==> src/rtl/ascon_prog_sequencer.sv <==
// ascon_prog_sequencer: runs a stored ASCON instruction program against the
// ASCON system core. It handles the push/load/init/process/tag/pull sequence
// itself, so the host only writes the program and streams blocks.
// Ports:
//   clk, rst                      clock, synchronous active-high reset
//   prog_we/prog_waddr/prog_wdata program memory write ({kind[1:0], opcode[5:0]})
//   prog_len, start               program length and start pulse (IDLE only)
//   in_valid/in_data/in_ready     input block handshake
//   core_instr, core_*_blk_en     instruction and block enables to the core
//   core_block                    block driven to the core data/text inputs
//   core_ready, core_out          core status (ready) and result word
//   out_valid/out_data/out_ready  output buffer head and pop
//   busy, done, err, pc           run status, completion pulse, timeout flag, PC
module ascon_prog_sequencer #(
  parameter int unsigned WIDTH      = 128,
  parameter int unsigned PROG_DEPTH = 32,
  parameter int unsigned OUT_DEPTH  = 4,
  parameter int unsigned TIMEOUT    = 1024
) (
  input  logic                          clk,
  input  logic                          rst,
  input  logic                          prog_we,
  input  logic [$clog2(PROG_DEPTH)-1:0] prog_waddr,
  input  logic [7:0]                    prog_wdata,
  input  logic [$clog2(PROG_DEPTH):0]   prog_len,
  input  logic                          start,
  input  logic                          in_valid,
  input  logic [WIDTH-1:0]              in_data,
  output logic                          in_ready,
  output logic [5:0]                    core_instr,
  output logic                          core_data_blk_en,
  output logic                          core_txt_blk_en,
  output logic [WIDTH-1:0]              core_block,
  input  logic                          core_ready,
  input  logic [WIDTH-1:0]              core_out,
  output logic                          out_valid,
  output logic [WIDTH-1:0]              out_data,
  input  logic                          out_ready,
  output logic                          busy,
  output logic                          done,
  output logic                          err,
  output logic [$clog2(PROG_DEPTH):0]   pc
);
  localparam int unsigned AW = $clog2(PROG_DEPTH);
  localparam int unsigned OW = $clog2(OUT_DEPTH);
  localparam int unsigned TW = $clog2(TIMEOUT + 1);
  localparam logic [5:0]  OP_HALT = 6'h3f;

  typedef enum logic [2:0] {
    IDLE, FETCH, WAIT_IN, ISSUE, SETTLE, WAIT_RDY, CAPTURE, HALT
  } state_t;

  state_t         r_state, w_state_nxt;
  logic [7:0]     r_prog [PROG_DEPTH];
  logic [7:0]     r_entry;
  logic [AW:0]    r_pc, w_pc_nxt;
  logic [AW:0]    r_len;
  logic           r_err;
  logic [5:0]     r_instr;
  logic [WIDTH-1:0] r_block;
  logic [TW-1:0]  r_tcnt;
  logic [WIDTH-1:0] r_obuf [OUT_DEPTH];
  logic [OW-1:0]  r_wp, r_rp;
  logic [OW:0]    r_cnt;

  logic [1:0]     w_kind;
  logic [5:0]     w_op;
  logic           w_full, w_push, w_pop, w_timeout;

  assign w_kind    = r_entry[7:6];
  assign w_op      = r_entry[5:0];
  assign w_full    = (r_cnt == (OW+1)'(OUT_DEPTH));
  assign w_push    = (r_state == CAPTURE) && !w_full;
  assign w_pop     = out_ready && (r_cnt != '0);
  assign w_timeout = (r_tcnt == TW'(TIMEOUT - 1));

  always_comb begin
    w_state_nxt = r_state;
    w_pc_nxt    = r_pc;
    case (r_state)
      IDLE: if (start) begin
        w_pc_nxt    = '0;
        w_state_nxt = (prog_len == '0) ? HALT : FETCH;
      end
      FETCH: begin
        if ((r_pc == r_len) || (w_op == OP_HALT)) w_state_nxt = HALT;
        else if ((w_kind == 2'd1) || (w_kind == 2'd2)) w_state_nxt = WAIT_IN;
        else w_state_nxt = ISSUE;
      end
      WAIT_IN:  if (in_valid) w_state_nxt = ISSUE;
      ISSUE:    w_state_nxt = SETTLE;
      SETTLE:   w_state_nxt = WAIT_RDY;
      WAIT_RDY: begin
        if (core_ready) begin
          if (w_kind == 2'd3) w_state_nxt = CAPTURE;
          else begin
            w_pc_nxt    = r_pc + 1'b1;
            w_state_nxt = FETCH;
          end
        end else if (w_timeout) begin
          w_state_nxt = HALT;
        end
      end
      CAPTURE: if (!w_full) begin
        w_pc_nxt    = r_pc + 1'b1;
        w_state_nxt = FETCH;
      end
      HALT:    w_state_nxt = IDLE;
      default: w_state_nxt = IDLE;
    endcase
  end

  // The read address is the next PC, so the entry for the new PC is already
  // registered when FETCH is entered and stays valid for the whole instruction
  // (the memory cannot be written while running).
  always_ff @(posedge clk) begin
    if (prog_we && !busy) r_prog[prog_waddr] <= prog_wdata;
    r_entry <= r_prog[w_pc_nxt[AW-1:0]];
  end

  always_ff @(posedge clk) begin
    if (w_push) r_obuf[r_wp] <= core_out;
  end

  always_ff @(posedge clk) begin
    if (rst) begin
      r_state <= IDLE;
      r_pc    <= '0;
      r_len   <= '0;
      r_err   <= 1'b0;
      r_instr <= OP_HALT;
      r_block <= '0;
      r_tcnt  <= '0;
      r_wp    <= '0;
      r_rp    <= '0;
      r_cnt   <= '0;
    end else begin
      r_state <= w_state_nxt;
      r_pc    <= w_pc_nxt;
      if ((r_state == IDLE) && start) begin
        r_err <= 1'b0;
        r_len <= prog_len;
      end else if ((r_state == WAIT_RDY) && !core_ready && w_timeout) begin
        r_err <= 1'b1;
      end
      if (w_state_nxt == ISSUE)     r_instr <= w_op;
      else if (w_state_nxt == HALT) r_instr <= OP_HALT;
      if ((r_state == WAIT_IN) && in_valid) r_block <= in_data;
      // Zero outside WAIT_RDY, so the count restarts on every entry.
      if (r_state == WAIT_RDY) r_tcnt <= r_tcnt + 1'b1;
      else                     r_tcnt <= '0;
      if (w_push) r_wp <= r_wp + 1'b1;
      if (w_pop)  r_rp <= r_rp + 1'b1;
      case ({w_push, w_pop})
        2'b10:   r_cnt <= r_cnt + 1'b1;
        2'b01:   r_cnt <= r_cnt - 1'b1;
        default: r_cnt <= r_cnt;
      endcase
    end
  end

  assign in_ready         = (r_state == WAIT_IN);
  assign core_instr       = r_instr;
  assign core_data_blk_en = (r_state == ISSUE) && (w_kind == 2'd1);
  assign core_txt_blk_en  = (r_state == ISSUE) && (w_kind == 2'd2);
  assign core_block       = r_block;
  assign out_valid        = (r_cnt != '0);
  assign out_data         = r_obuf[r_rp];
  assign busy             = (r_state != IDLE) && (r_state != HALT);
  assign done             = (r_state == HALT) && !r_err;
  assign err              = r_err;
  assign pc               = r_pc;
endmodule

==> config.mk <==
export PLATFORM = sky130hd
export DESIGN_NAME = ascon_prog_sequencer
export DESIGN_NICKNAME = d
export VERILOG_FILES = /design/src/rtl/ascon_prog_sequencer.sv
export SDC_FILE = /design/constraint.sdc
export NUM_CORES = 1
export LEC_CHECK = 0
export CAP_MARGIN = 15
export CELL_PAD_IN_SITES_DETAIL_PLACEMENT = 0
export CELL_PAD_IN_SITES_GLOBAL_PLACEMENT = 2
export CORE_MARGIN = 2
export CORE_UTILIZATION = 42
export CTS_CLUSTER_SIZE = 20
export DETAILED_ROUTE_END_ITERATION = 8
export PLACE_DENSITY = 0.84
export SLEW_MARGIN = 20
export SYNTH_ARGS = -nofsm -noshare
export SYNTH_HDL_FRONTEND = slang
export SYNTH_SLANG_ARGS = --single-unit
==> constraint.sdc <==
create_clock -name clk -period 11.8 [get_ports clk]
set_clock_uncertainty 0.1 [all_clocks]
set_input_delay 2.36 -clock clk [delete_from_list [all_inputs] [get_ports clk]]
set_output_delay 2.36 -clock clk [all_outputs]
set_load 0.02 [all_outputs]
==> reports/metrics.cfg <==
[cts]
h-tree-depth = 3
clk_pin_slew_ns = 0.06
postCtsHoldBufs = 0
insertion_delay_ns = 0.66
cts_sinks = 946
cts_resized = 0
cts-buffers-inserted = 99
tritoncts = built
cts_max_path_buffers = 3
root_buffer = clkbuf_16
postCtsSetupBuffers = 0

[worst_hold_path]
hold_class = flop to flop
min_path_cells = 2

[yosys]
avgSynthCellArea_sq_um = 17.0
synthFlopType = edfxtp_1
synth_seq_area_share_pct = 75.9
synth-edff-count = 768
ys_types = 58
yosys-top-cells-count = 768 x edfxtp_1, 366 x nand2_1, 178 x dfxtp_1
netlist_area_sq_um = 35100
synth_top_area_cell = edfxtp_1
yosys-top-cells-area = edfxtp_1 66%, mux4_2 10%, dfxtp_1 10%
async_flop_share_pct = 0
synth_cells = 2068
synth_nets = 2361
ys_warn_count = 0
yosys.cell_count.top_type = edfxtp_1
synth_top_area_share_pct = 65.7
ys_seq_elements = 946

[timing]
min_period_ns = 6.10
drv_slew = 0
setup_viol = 0
max-slew-margin-rel_pct = 24.5
clock.fmax_mhz = 164
rsz0062_at_grt = false
max_slew.worst_pin.slew_ns = 1.13
fin_tns_setup_ns = 0
fin_worst_hold_slack_ns = 0.351
timing.final.crit_share_pct = 51.7
hold_viol = 0

[finish]
fin_nets = 2936
fin_util_pct = 54.2
area_delta_synth_final_pct = 28.5
regArea_sq_um = 26600
drive_gt1_share_pct = 12.9
multiInputGateArea_sq_um = 8000
num-fill-cells = 6526

[setup_path]
crit_path_start_kind = flop
critPathCaptureType = output pin
required_ns = 9.34
crit_path_max_fanout = 66
crit_type = flop to output pin
r2r_cells = 5
arrival_ns = 3.64

[floorplan]
die_w_microns = 293
initial_core_util_pct = 42.2
die-area_sq_um = 85900
fp.dieH_microns = 293
rows = 106
io_pins = 557
coreArea_sq_um = 83200

[placement]
port_buffers = 556
gp_congestion = 0.861
dpl.hpwl_microns = 56500

[drt]
routed_via_density = 5.26
drc = 0
drtIter0Drc = 1442
drt-total-wl_microns = 87100
ant_nets = 0
drt_first_pass_iters = 5
dr_total_vias = 20000
detail_route.wl_per_cell_microns = 22.9

[power]
internal_power_w = 0.00600
power_density_nw_per_um2 = 176
seq_power_share_pct = 47.9
power_switching_w = 0.00192
combPwrFrac_pct = 13.3
p_clk_share_pct = 38.8
switching_share_pct = 24.3
ir_drop_v = 0.000128
leakage_nw = 14.4

[outcome]
status = complete, no violations

[global_route]
grt_pass1_vias = 20400
track_usage_pct = 19.9
grt_max_degree = 102
grt_pass1_wl_microns = 129000
gr-total-overflow = 0
antenna_found_initial = 12

[run]
cap_violations = 0

## cell families (layout without fill, tap and decap cells)
family	after synthesis	after routing	synth area share, %
mux	195	195	11.3
fa+ha+maj	11	11	0.414
flops	946	946	75.9
simple gates	560	560	6.78
buf+inv	122	776	1.43
compound gates	211	211	3.65
other cells	0	5	0
xor+xnor	23	23	0.574
## registers in the layout, summed over array words and instances, names as in the netlist, 6 cells and up, named ones only
name        count
r_prog        256
r_tcnt         11
r_entry         8
core_block    128
r_len           6
pc              6
core_instr      6
r_obuf        512
## placed cells by master, fill, tap and decap left out, types with 5 or more instances in the layout
cell type	instances
dfxtp_1	176
and3_1	5
clkbuf_1	31
edfxtp_1	768
diode_2	5
nand4_1	8
nor2b_1	12
clkbuf_16	101
a22oi_1	18
xor2_1	15
ha_1	10
buf_4	23
o21bai_1	7
clkbuf_8	12
nor2_1	76
clkdlybuf4s50_1	554
a32oi_1	16
xnor2_1	8
mux4_2	160
inv_1	16
a21oi_1	141
nand2b_1	8
a31oi_1	8
bufinv_16	7
o21ai_0	6
clkinv_1	11
clkinv_2	10
or2_2	6
nor3_1	12
nand2_1	365
and2_4	5
nand3_1	45
mux2i_1	33
## stage by stage
step                      setup WS [ns]  power, W  area, sq um  std cells
after global placement             6.04   0.00491        41800       3621
after global routing               5.50   0.00822        45100       3807
after CTS                          5.59   0.00801        45000       3801
after floorplan                    7.22   0.00444        35100       2068
final                              5.70   0.00792        45100       3807
after detailed placement           5.98   0.00493        41800       3621
## path summary, 6_finish.rpt
path | slack, ns | start | endpoint
setup / recovery | 5.70 | flop | out_data[99]
hold / removal | 0.35 | core_block[62]$_SDFFE_PP0P_ | core_block[62]$_SDFFE_PP0P_
setup reg to reg | 7.45 | r_state[2]$_SDFF_PP0_ | r_obuf[0][98]$_DFFE_PP_
hold reg to reg | 0.35 | core_block[62]$_SDFFE_PP0P_ | core_block[62]$_SDFFE_PP0P_
## cell type report
class / instances / area share (%)
clock buffers: 143 / 6.17
inverters: 16 / 0.133
clock inverters: 37 / 1.06
multi-input cells: 1000 / 17.7
well taps: 1080 / 3.00
repair buffers: 580 / 12.8
flip-flops and latches: 946 / 59.1
diodes: 5 / 0.0278
## power by group through the flow
stage / clock, W / combinational (W) / sequential [W]
after floorplan: 0 / 0.000547 / 0.00389
after global placement: 0 / 0.00105 / 0.00386
after detailed placement: 0 / 0.00106 / 0.00387
after CTS: 0.00314 / 0.00106 / 0.00380
after global routing: 0.00328 / 0.00113 / 0.00381
final: 0.00307 / 0.00105 / 0.00380
## metal layers
metal  up-vias  global-route usage, %  part of all wire (%)
met4        12                   6.33                   2.8
li1       9052                      -                     -
met1     10100                   26.2                    40
met2       727                   31.9                    49
met3       161                   5.62                   8.2
met5         -                      0                  0.10
## worst max-delay path, cell delays in order, from the launching register on
cell and delay (ns):
dfxtp_4 1.00, buf_4 0.85, mux4_2 0.36, clkdlybuf4s50_1 0.66
(Power assumes the default switching activity.)
